<file path="config.mk">
export PLATFORM = sky130hd
export DESIGN_NAME = lcd_src_mux
export DESIGN_NICKNAME = d
export VERILOG_FILES = /design/src/rtl/lcd_pkg.sv /design/src/rtl/lcd_sel_debounce.sv /design/src/rtl/lcd_src_mux.sv
export SDC_FILE = /design/constraint.sdc
export NUM_CORES = 1
export LEC_CHECK = 0
export CAP_MARGIN = 15
export CORE_ASPECT_RATIO = 1.2
export CORE_MARGIN = 1
export CORE_UTILIZATION = 44
export DETAILED_ROUTE_END_ITERATION = 10
export HOLD_SLACK_MARGIN = 0.05
export PLACE_DENSITY = 0.87
export REMOVE_ABC_BUFFERS = 1
export SYNTH_ARGS = -nofsm -noshare
export SYNTH_HDL_FRONTEND = slang
export SYNTH_SLANG_ARGS = --single-unit
</file>
<file path="constraint.sdc">
create_clock -name clk_in -period 2.05 [get_ports clk_in]
set_input_delay 0.3075 -clock clk_in [delete_from_list [all_inputs] [get_ports clk_in]]
set_output_delay 0.3075 -clock clk_in [all_outputs]
set_load 0.005 [all_outputs]
</file>
<file path="src/rtl/lcd_pkg.sv">
// Shared LCD pixel-path constants and types: panel geometry, colours and the
// source-mux state encoding.
package lcd_pkg;

   localparam int PIX_W    = 24;
   localparam int COORD_W  = 11;
   localparam int H_ACTIVE = 800;
   localparam int V_ACTIVE = 480;

   typedef enum logic {
      SHOW  = 1'b0,
      BLANK = 1'b1
   } mux_state_t;

   localparam logic [PIX_W-1:0] BLACK = 24'h000000;
   localparam logic [PIX_W-1:0] WHITE = 24'hFFFFFF;

endpackage

</file>
<file path="src/rtl/lcd_sel_debounce.sv">
// Two-flop synchroniser plus stability counter for the DIP-switch source select.
// req_sel only follows the switches after DEB_CYCLES cycles without a change.
module lcd_sel_debounce #(
   parameter int SEL_W      = 2,
   parameter int DEB_CYCLES = 1024,
   parameter int RST_VAL    = 0
) (
   input  logic             clk_in,
   input  logic             sys_rst,
   input  logic [SEL_W-1:0] sel_in,
   output logic [SEL_W-1:0] req_sel
);
   import lcd_pkg::*;

   localparam int               CNT_W   = (DEB_CYCLES > 1) ? $clog2(DEB_CYCLES) : 1;
   localparam logic [CNT_W-1:0] CNT_MAX = CNT_W'(DEB_CYCLES - 1);
   localparam logic [SEL_W-1:0] RST_SEL = SEL_W'(RST_VAL);

   logic [SEL_W-1:0] sync_p0;
   logic [SEL_W-1:0] sync_p1;
   logic [SEL_W-1:0] sel_p2;
   logic [CNT_W-1:0] deb_cnt;

   function automatic logic [CNT_W-1:0] sat_inc(input logic [CNT_W-1:0] v);
      return (v == CNT_MAX) ? v : v + CNT_W'(1);
   endfunction

   // sync_p1 is the synchronised select; sel_p2 is its previous value
   always_ff @(posedge clk_in) begin
      if (sys_rst) begin
         sync_p0 <= RST_SEL;
         sync_p1 <= RST_SEL;
         sel_p2  <= RST_SEL;
         deb_cnt <= '0;
         req_sel <= RST_SEL;
      end else begin
         sync_p0 <= sel_in;
         sync_p1 <= sync_p0;
         sel_p2  <= sync_p1;
         if (sync_p1 != sel_p2) begin
            deb_cnt <= '0;
         end else begin
            deb_cnt <= sat_inc(deb_cnt);
            if (deb_cnt == CNT_MAX)
               req_sel <= sync_p1;
         end
      end
   end

endmodule

</file>
<file path="src/rtl/lcd_src_mux.sv">
// N-way pixel source selector in front of lcd_ctrl; source changes only take
// effect at frame start, optionally separated by whole frames of BLANK_COLOR.
module lcd_src_mux #(
   parameter int               N_SRC        = 2,
   parameter int               SEL_W        = 2,
   parameter int               PIX_W        = lcd_pkg::PIX_W,
   parameter int               COORD_W      = lcd_pkg::COORD_W,
   parameter int               DEB_CYCLES   = 1024,
   parameter int               BLANK_FRAMES = 1,
   parameter logic [PIX_W-1:0] BLANK_COLOR  = PIX_W'(lcd_pkg::BLACK),
   parameter int               DEFAULT_SEL  = 0
) (
   input  logic                   clk_in,
   input  logic                   sys_rst,
   input  logic [SEL_W-1:0]       sel_in,
   input  logic [COORD_W-1:0]     pix_x,
   input  logic [COORD_W-1:0]     pix_y,
   input  logic [N_SRC*PIX_W-1:0] pix_data_in,
   output logic [PIX_W-1:0]       pix_data_out,
   output logic [SEL_W-1:0]       active_sel,
   output logic                   switching,
   output logic                   frame_start
);
   import lcd_pkg::*;

   localparam int               BC_W    = (BLANK_FRAMES > 1) ? $clog2(BLANK_FRAMES) : 1;
   localparam logic [BC_W-1:0]  BC_INIT = BC_W'(BLANK_FRAMES - 1);
   localparam logic [SEL_W-1:0] DEF_SEL = SEL_W'(DEFAULT_SEL);

   logic [SEL_W-1:0] req_sel;
   logic [SEL_W-1:0] next_sel;
   logic             req_ok;
   logic             org_p0;
   logic             org_p1;
   logic             fs_c;
   mux_state_t       state;
   mux_state_t       next_state;
   logic [BC_W-1:0]  blank_cnt;
   logic [BC_W-1:0]  next_bcnt;
   logic [PIX_W-1:0] src_pix;

   // With a single source every request is treated as invalid, so BLANK is unreachable
   function automatic logic sel_valid(input logic [SEL_W-1:0] s);
      return (N_SRC > 1) && (int'(s) < N_SRC);
   endfunction

   lcd_sel_debounce #(
      .SEL_W      (SEL_W),
      .DEB_CYCLES (DEB_CYCLES),
      .RST_VAL    (DEFAULT_SEL)
   ) u_sel_debounce (
      .clk_in  (clk_in),
      .sys_rst (sys_rst),
      .sel_in  (sel_in),
      .req_sel (req_sel)
   );

   // Frame start is the first cycle of a run at (0,0); the blanking region may hold it longer
   assign org_p0 = (pix_x == '0) && (pix_y == '0);
   assign fs_c   = org_p0 && !org_p1;
   assign req_ok = sel_valid(req_sel);

   always_comb begin
      next_state = state;
      next_sel   = active_sel;
      next_bcnt  = blank_cnt;
      if (fs_c) begin
         case (state)
            SHOW: begin
               if (req_ok && (req_sel != active_sel)) begin
                  if (BLANK_FRAMES == 0) begin
                     next_sel = req_sel;
                  end else begin
                     next_state = BLANK;
                     next_bcnt  = BC_INIT;
                  end
               end
            end
            BLANK: begin
               // The request seen at exit wins, even if it matches the old source
               if (blank_cnt == '0) begin
                  next_state = SHOW;
                  if (req_ok)
                     next_sel = req_sel;
               end else begin
                  next_bcnt = blank_cnt - BC_W'(1);
               end
            end
            default: next_state = SHOW;
         endcase
      end
   end

   // Select from the post-transition source so pixel (0,0) already shows the new choice
   always_comb begin
      src_pix = '0;
      for (int k = 0; k < N_SRC; k++) begin
         if (next_sel == SEL_W'(k))
            src_pix = pix_data_in[k*PIX_W +: PIX_W];
      end
   end

   // p1: registered state, pixel and flags, one cycle after pix_x/pix_y/pix_data_in
   always_ff @(posedge clk_in) begin
      if (sys_rst) begin
         state        <= SHOW;
         active_sel   <= DEF_SEL;
         blank_cnt    <= '0;
         org_p1       <= 1'b0;
         pix_data_out <= '0;
         switching    <= 1'b0;
         frame_start  <= 1'b0;
      end else begin
         state        <= next_state;
         active_sel   <= next_sel;
         blank_cnt    <= next_bcnt;
         org_p1       <= org_p0;
         pix_data_out <= (next_state == SHOW) ? src_pix : BLANK_COLOR;
         switching    <= (next_state == BLANK);
         frame_start  <= fs_c;
      end
   end

endmodule

</file>
==> results.toml, run 1 <==
[status]
status = "complete, no violations"

[layout]
stdcell_count = 487
num_antenna_cells = 0
syn_to_final_growth_pct = 47.7
regArea_um2 = 941
drive_gt1_share_pct = 11.3
fin_nets = 482
multiInputGateArea_um2 = 1580
nFillCells = 461

[grt]
grt_pass1_vias = 2786
grt_pass1_wl_um = 12100
antenna_found_initial = 0
grtUsageTotal_pct = 24.4
grt_start_max_net_pins = 50
grt_overflow_total = 0

[timing]
slew_headroom_pct = 74.5
fmax_mhz = 509
rsz0062_at_grt = "false"
worst_pin_slew_ps = 380
final-hold-violation-count = 0
min_period_ps = 1970
drv_slew = 0
post-route-period-util_pct = 95.9
fin_skew_ps = 15.4
finalSetupViolCount = 0

[setup_path]
crit_chain = "clkdlybuf4s50_1 > nor4_2 > nand3_2 > or4_4 > nand3b_2 > buf_12 > a31oi_1"
slowest_stage = "or4_4"
worstSetupStartpointType = "primary input"
reg2reg_slack_ps = 150
slowest_delay_ps = 560
crit_type = "primary input to flop"
cp.required_ps = 2230
cp_num_buf_inv = 2
rr_endpoint = "u_sel_debounce.req_sel[0]"
rr_startpoint = "u_sel_debounce.deb_cnt[0]"
cp.arrival_ps = 2150
rr_worst_depth = 6
cp-end-kind = "flop"
critPathMaxFanout = 24
critPathTopFamily = "simple AND/OR/NAND/NOR gates"

[power]
p_seq_share_pct = 51.9
p_clk_share_pct = 31.7
p_switching_uw = 428
switching_share_pct = 23.1
irDropWorstVdd_uv = 287
leakagePower_nw = 1.37
combPwrFrac_pct = 16.4
total_power_mw = 1.85
internal-power_mw = 1.43
p_per_area_nw_per_um2 = 476

[floorplanning]
core_um2 = 5710
io_pins = 102
die_h_um = 86.9
start_util_pct = 46.3
num_rows = 30
die_w_um = 72.7
die_area_um2 = 6320

[drt]
via_per_inst = 5.86
avgRoutedWirePerCell_um = 15.7
antenna_left = 0
wirelength_um = 7650
drtIter0Drc = 190
drc_errors = 0
vias = 2853
drt_pass1_iterations = 4

[clock_tree]
holdBufCountCts = 0
clockBufferDepth = 2
cts.sink_count = 47
post_cts_buffers = 0
cts-root-buf = "clkbuf_8"
cts.htree.levels = 2
cts_tree = "done"
cts-resized-gates = 0
cts_made_buffers = 5
insertion_delay_ps = 310
path_clk_slew_ps = 80

[synthesis]
synth_common_cells = "49 x a31oi_1, 47 x dfxtp_1, 30 x nand3_1"
synth_area_um2 = 2640
synth_top_area_share_pct = 35.6
synth_edf_count = 0
synth_cell_type_count = 34
synth_top_area_cell = "dfxtp_1"
yosys_register_bits = 47
async_reset_ff_share_pct = 0
yosysMostFrequentCell = "a31oi_1"
yosysSeqAreaShare_pct = 35.6
yosysWarnings = 0
postSynthCellCount = 310
synthFlopType = "dfxtp_1"
ys_top_cells_by_area = "dfxtp_1 36%, a31oi_1 12%, nand4b_1 8.0%"
avgSynthCellArea_um2 = 8.52

[placed_design]
place_congestion = 0.811
dp.cells = 479
dp_hpwl_um = 5430
place.port_buffers = 101

[flow_run]
cap_violations = 0

[worst_hold_path]
hold_start = "u_sel_debounce.sync_p0[0]"
hold_path.class = "flop to flop"
hold_path_end = "u_sel_debounce.sync_p1[0]"
hold_depth = 1
-- layout by cell type, fill, tap and decap left out, types with 2 or more instances in the layout --
| cell | synthesis | routed |
|---|---|---|
| ha_1 | 2 | 2 |
| dfxtp_1 | 47 | 47 |
| or2_2 | 2 | 2 |
| o21ai_0 | 2 | 2 |
| nand4b_1 | 24 | 24 |
| nand3_1 | 30 | 29 |
| buf_4 | 0 | 19 |
| mux2i_1 | 6 | 5 |
| nor4_1 | 28 | 26 |
| xor2_1 | 4 | 4 |
| clkdlybuf4s50_1 | 0 | 101 |
| a21oi_1 | 6 | 6 |
| nor2_1 | 14 | 14 |
| nor4_4 | 3 | 3 |
| nand2_1 | 7 | 7 |
| nor4_2 | 0 | 2 |
| nand2b_1 | 25 | 25 |
| nor2b_1 | 9 | 8 |
| or3_1 | 2 | 2 |
| nand3_2 | 1 | 2 |
| xnor2_1 | 3 | 3 |
| clkbuf_8 | 0 | 6 |
| a31oi_1 | 49 | 49 |
| nor3_1 | 2 | 2 |
-- power groups by stage --
stage	sequential, mW	combinational [mW]	clock, mW
6_report	0.963	0.304	0.588
3_5_place_dp	0.983	0.300	0
3_3_place_gp	0.984	0.293	0
2_1_floorplan	0.983	0.0635	0
5_1_grt	0.966	0.324	0.638
4_1_cts	0.963	0.301	0.599
-- final cells by class --
type | instances | area share [%]
clock inverters | 1 | 0.225
multi-input cells | 230 | 40.5
well taps | 80 | 2.57
repair buffers | 122 | 30.4
clock buffers | 7 | 2.21
flip-flops and latches | 47 | 24.1
-- kinds of logic after synthesis --
family                   Yosys count  share of synthesized area (%)
AND/OR/NAND/NOR                  155                           38.4
AO/OA/AOI/OAI                     60                           14.2
flip-flops                        47                           35.6
buffers and inverters             33                           6.16
XOR/XNOR                           7                           2.32
multiplexers                       6                           2.27
adder cells (fa/ha/maj)            2                          0.948
-- routing by layer --
layer	wire length [µm]	GRT usage [%]	part of all wire (%)
met1	3040	29.5	40
met2	3920	42.1	51
met3	570	6.02	7.5
met4	121	7.84	1.6
met5	0	0	0
-- metrics by stage --
step                      worst slack, ps  setup TNS, ps  hold slack [ps]  util, %  area (µm²)
after floorplan                      -842         -20670              377        -        2480
after global placement               -195          -4730              418     66.1        3770
after detailed placement             -273          -6240              431     66.1        3770
after CTS                            39.4              0              450     67.8        3870
after global routing                 18.8              0              471     68.3        3900
final                                83.7              0              446     68.3        3900
-- worst max path at each step --
| stage | startpoint | endpoint | slack (ps) | cells past startpoint |
|---|---|---|---|---|
| after floorplan | u_sel_debounce.req_sel[1] | pix_data_out[0] | -840 | 5 |
| after global routing | pix_y[0] | pix_data_out[17] | 20 | 8 |
| after global placement | pix_x[4] | pix_data_out[10] | -200 | 7 |
| after detailed placement | pix_x[4] | pix_data_out[21] | -270 | 8 |
| after CTS | pix_x[4] | pix_data_out[21] | 40 | 8 |
| final | pix_x[4] | pix_data_out[21] | 80 | 7 |
-- state kept, by name, indices dropped and copies added, names as in the netlist --
signal / flops
state: 1
pix_data_out: 24
u_sel_debounce.deb_cnt: 10
u_sel_debounce.req_sel: 2
u_sel_debounce.sel_p2: 2
u_sel_debounce.sync_p0: 2
active_sel: 2
frame_start: 1
org_p1: 1
u_sel_debounce.sync_p1: 2
Note: power is estimated with default switching activity, not from simulation.
==> run 2: changes to the inputs <==
--- a/config.mk
+++ b/config.mk
@@ -8,10 +8,11 @@
 export CAP_MARGIN = 15
 export CORE_ASPECT_RATIO = 1.2
 export CORE_MARGIN = 1
-export CORE_UTILIZATION = 44
+export CORE_UTILIZATION = 63
 export DETAILED_ROUTE_END_ITERATION = 10
+export DONT_BUFFER_PORTS = 1
 export HOLD_SLACK_MARGIN = 0.05
-export PLACE_DENSITY = 0.87
+export PLACE_DENSITY = 0.86
 export REMOVE_ABC_BUFFERS = 1
 export SYNTH_ARGS = -nofsm -noshare
 export SYNTH_HDL_FRONTEND = slang
==> run 2 against run 1 <==
Net effect: register-to-register slack about the same; sequential power is 0.5% higher; clock skew decreased by 7.6 ps; global-route usage rose by 5.9 points; first-iteration DRC count is 48% lower; non-clock buffer count down 103; total power down 5.8%; critical path depth fell by 1; largest cell class unchanged; largest power group unchanged.
==> results.toml, run 2 (synthesis gave the netlist of run 1 again) <==
[status]
status = "complete, no violations"

[timing]
fin_skew_ps = 7.82
finalSetupViolCount = 0
post-route-period-util_pct = 92.9
final-hold-violation-count = 0
rsz0062_at_grt = "false"
tns_ps = 0
worst_pin_slew_ps = 393
timing.final.ws_setup_ps = 146
fmax_mhz = 525
drv_slew = 0
slew_headroom_pct = 73.6
min_period_ps = 1900

[drt]
avgRoutedWirePerCell_um = 18.1
drtIter0Drc = 99
vias = 2475
antenna_left = 0
via_per_inst = 6.91
drc_errors = 0
wirelength_um = 6500
drt_pass1_iterations = 4

[setup_path]
rr_worst_depth = 6
cp.arrival_ps = 2100
cp-end-kind = "flop"
slowest_stage = "or3_1"
rr_endpoint = "u_sel_debounce.req_sel[1]"
crit_chain = "ha_1 > nand3_2 > or3_1 > or3_4 > mux2i_1 > nor2_1"
rr_startpoint = "u_sel_debounce.deb_cnt[0]"
cp.required_ps = 2240
cp-startpoint = "u_sel_debounce.deb_cnt[0]"
slowest_delay_ps = 430
critPathMaxFanout = 6
worstSetupStartpointType = "flop"
reg2reg_slack_ps = 150
crit_type = "flop to flop"
crit_path_end = "u_sel_debounce.req_sel[1]"

[clock_tree]
insertion_delay_ps = 290
path_clk_slew_ps = 90
cts-resized-gates = 0
post_cts_buffers = 0
cts.sink_count = 47
clockBufferDepth = 2
cts_tree = "done"
cts_made_buffers = 5
cts-root-buf = "clkbuf_8"
cts.htree.levels = 2
holdBufCountCts = 0

[layout]
fin_util_pct = 72.3
final_common_cell = "a31oi_1"
fin_nets = 379
top_regs = "pix_data_out: 24 flops, u_sel_debounce.deb_cnt: 10 flops"
largest-register = "pix_data_out"
syn_to_final_growth_pct = 8.82
num_antenna_cells = 0
largest_register_ffs = 24
stdcell_count = 358
drive_gt1_share_pct = 14.1
most-common-layout-cells = "49 x a31oi_1, 47 x dfxtp_1, 30 x nand3_1"

[power]
combPwrFrac_pct = 4.7
p_per_area_nw_per_um2 = 608
leakagePower_nw = 1.00
irDropWorstVdd_uv = 530
p_switching_uw = 362
p_clk_share_pct = 39.8
switching_share_pct = 20.7
p_seq_share_pct = 55.4
internal-power_mw = 1.38

[worst_hold_path]
hold_start = "sys_rst"
hold_path.class = "primary input to flop"

[placed_design]
dp.cells = 350
dp_hpwl_um = 4480
place.port_buffers = 0
place_congestion = 0.903
post-place-ws_ps = 164

[grt]
grt_overflow_total = 0
grt_start_max_net_pins = 50
antenna_found_initial = 0
grt_pass1_wl_um = 10400
grtUsageTotal_pct = 30.3
grt_pass1_vias = 2296

[floorplanning]
die_area_um2 = 4450
num_rows = 25
start_util_pct = 66.5
die_w_um = 61.1
die_h_um = 72.9
core_um2 = 3970
io_pins = 102

[flow_run]
cap_violations = 0
[run 2: area by class of cell]
cell class | count | area [µm²]
Fill cell | 317 | 1100
Clock buffer | 6 | 82.6
Clock inverter | 2 | 35.0
Tap cell | 54 | 67.6
Multi-Input combinational cell | 230 | 1550
Timing Repair Buffer | 19 | 193
Sequential cell | 47 | 941
[run 2: power by group through the flow]
| stage | clock (mW) | sequential [mW] | combinational (mW) |
|---|---|---|---|
| 2_1_floorplan | 0 | 0.983 | 0.0635 |
| 3_3_place_gp | 0 | 0.989 | 0.0775 |
| 3_5_place_dp | 0 | 0.989 | 0.0830 |
| 4_1_cts | 0.702 | 0.968 | 0.0831 |
| 5_1_grt | 0.751 | 0.972 | 0.0939 |
| 6_report | 0.696 | 0.968 | 0.0825 |
[run 2: through the flow]
| step | hold slack (ps) | total power [mW] | cell area (µm²) |
|---|---|---|---|
| after floorplan | 377 | 1.05 | 2480 |
| after global placement | 380 | 1.07 | 2760 |
| after detailed placement | 380 | 1.07 | 2760 |
| after CTS | 66.6 | 1.75 | 2870 |
| after global routing | 55.2 | 1.82 | 2870 |
| final | 72.1 | 1.75 | 2870 |
[run 2: worst min-delay path by stage]
stage | end | slack [ps] | depth (start not counted)
floorplan | active_sel[1] | 380 | 1
global placement | u_sel_debounce.sync_p0[1] | 380 | 1
detailed placement | state | 380 | 1
CTS | u_sel_debounce.sync_p1[1] | 70 | 1
global route | active_sel[1] | 60 | 1
finish | u_sel_debounce.sync_p1[1] | 70 | 1
[run 2: worst max-delay path, delay by kind of cell, from the launching register on]
kind / cells / cell delay (ps)
flops: 1 / 400
fa+ha+maj: 1 / 230
simple gates: 4 / 1030
mux: 1 / 150
[run 2: routing by layer]
layer | wire, µm | vias up | GRT usage, % | share of wire [%]
li1 | - | 1165 | - | -
met1 | 2560 | 1188 | 37.7 | 39
met2 | 3230 | 114 | 49.8 | 50
met3 | 629 | 8 | 10.1 | 9.7
met4 | 72 | 0 | 7.58 | 1.1
met5 | 0 | - | 0 | 0
==> run 3: changes to the inputs <==
--- a/config.mk
+++ b/config.mk
@@ -11,8 +11,9 @@
 export CORE_UTILIZATION = 63
 export DETAILED_ROUTE_END_ITERATION = 10
 export DONT_BUFFER_PORTS = 1
+export GPL_TIMING_DRIVEN = 0
 export HOLD_SLACK_MARGIN = 0.05
-export PLACE_DENSITY = 0.86
+export PLACE_DENSITY = 0.79
 export REMOVE_ABC_BUFFERS = 1
 export SYNTH_ARGS = -nofsm -noshare
 export SYNTH_HDL_FRONTEND = slang
==> run 3 against run 2 <==
Net effect: clock skew increased by 1.6 ps; total power increased by 6.5%; count of clock-buffer cells in the layout decreased by 1; global-route usage increased by 0.28 points; utilization increased by 0.88 points; non-clock buffer count decreased by 11; worst hold slack got worse by 4.9 ps; critical path depth unchanged; die area unchanged; flip-flop and latch count unchanged; clock power increased by 16%; register-to-register slack about the same.
==> results.toml, run 3 (synthesis gave the netlist of run 1 again) <==
[clock_tree]
cts-root-buf = "clkbuf_8"
cts_made_buffers = 5
cts.htree.levels = 2
clockBufferDepth = 2
insertion_delay_ps = 300
cts_tree = "done"
cts.sink_count = 47
path_clk_slew_ps = 90

[timing]
fmax_mhz = 524
final-hold-violation-count = 0
drv_slew = 0
finalSetupViolCount = 0
rsz0062_at_grt = "false"
worst_pin_slew_ps = 662
slew_headroom_pct = 55.8
post-route-period-util_pct = 93.0
min_period_ps = 1910
fin_skew_ps = 9.40

[layout]
largest_register_ffs = 24
fin_nets = 373
largest-register = "pix_data_out"
nFillCells = 311
num_antenna_cells = 0
multiInputGateArea_um2 = 1670
syn_to_final_growth_pct = 10.1
top_regs = "pix_data_out: 24 flops, u_sel_debounce.deb_cnt: 10 flops"
final_area_um2 = 2910
final_common_cell = "a31oi_1"
drive_gt1_share_pct = 15.1
regArea_um2 = 943
most-common-layout-cells = "49 x a31oi_1, 45 x dfxtp_1, 29 x nand3_1"
stdcell_count = 352

[setup_path]
crit_type = "flop to flop"
cp.arrival_ps = 2110
cp.required_ps = 2250
worstSetupStartpointType = "flop"
cp-end-kind = "flop"
critPathMaxFanout = 6

[grt]
antenna_found_initial = 0
grt_pass1_vias = 2213
grt_overflow_total = 0
grt_start_max_net_pins = 50
grt_pass1_wl_um = 10300
grtUsageTotal_pct = 30.6

[status]
status = "complete, no violations"

[drt]
wirelength_um = 7270
antenna_left = 0
vias = 2511
drtIter0Drc = 156
drc_errors = 0
avgRoutedWirePerCell_um = 20.6
via_per_inst = 7.13
drt_pass1_iterations = 4

[floorplanning]
die_h_um = 72.9
core_um2 = 3970
start_util_pct = 66.5
io_pins = 102
num_rows = 25
die_w_um = 61.1
die_area_um2 = 4450

[placed_design]
dp_hpwl_um = 3950
placed_area_um2 = 2610
dp.cells = 333
place_congestion = 0.799
place.port_buffers = 0

[flow_run]
cap_violations = 0

[worst_hold_path]
hold_path.class = "primary input to flop"

[power]
leakagePower_nw = 0.970
irDropWorstVdd_uv = 329
p_per_area_nw_per_um2 = 639
[run 3: cell types whose count changed in the layout (fill, tap and decap cells not counted), sizes merged]
cell         delta
nor2            +1
nand4           +1
clkinvlp        +1
clkinv          -1
buf            -12
clkbuf          -1
bufinv          +1
dlygate4sd3     +1
or2             +2
nand3           +1
[run 3: cell type report]
cell class / count / share of cell area [%]
multi-input combinational: 235 / 57.4
tap: 54 / 2.32
clock inverter: 3 / 2.32
sequential: 47 / 32.4
clock buffer: 5 / 2.37
timing repair buffer: 8 / 3.10
[run 3: worst paths after layout]
check,from,end,slack [ps],cells after the start
worst max-delay path,u_sel_debounce.deb_cnt[1],u_sel_debounce.req_sel[0],140,6
worst min-delay path,sys_rst,u_sel_debounce.sync_p0[1],70,1
worst max register to register,u_sel_debounce.deb_cnt[1],u_sel_debounce.req_sel[0],140,6
worst min register to register,u_sel_debounce.sync_p0[0],u_sel_debounce.sync_p1[0],440,1
[run 3: per-layer routing]
layer	wire, µm	up-vias	track usage (%)
met1	2730	1162	39.2
met4	196	0	13.4
li1	-	1164	-
met5	0	-	0
met3	796	23	6.91
met2	3550	162	48.4
[run 3: stage by stage]
stage	util, %	hold slack, ps	setup slack, ps	setup TNS [ps]	total power, mW
2_1_floorplan	-	377	-842	-20670	1.05
3_3_place_gp	64.1	379	-1750	-43370	1.06
5_1_grt	73.2	53.0	7.56	0	1.91
3_5_place_dp	65.6	381	-1000	-25100	1.06
6_report	73.2	67.2	143	0	1.86
4_1_cts	70.8	62.5	10.2	0	1.86
[run 3: critical path, cell delays in order (launching register included)]
cell	delay, ps
dfxtp_1	380
ha_1	220
nand3_2	130
or3_4	450
or3_4	410
mux2i_1	160
nor2_1	50
[run 3: power breakdown]
part	switching (mW)	internal (mW)	total, mW	leakage, nW
Clock	0.320	0.486	0.806	0.0644
Combinational	0.0451	0.0402	0.0853	0.518
Sequential	0.0205	0.947	0.968	0.387
Total	0.386	1.47	1.86	0.970
[run 3: what timing repair did]
action | 4_1_cts | 5_1_grt
hold buffers | 0 | 1
buffers inserted | 0 | 5
endpoints found under the hold margin | 0 | 1
gates resized for setup | 9 | 8
pin swaps | 2 | 3
endpoints found under the setup margin | 27 | 26
cloned | 3 | 2
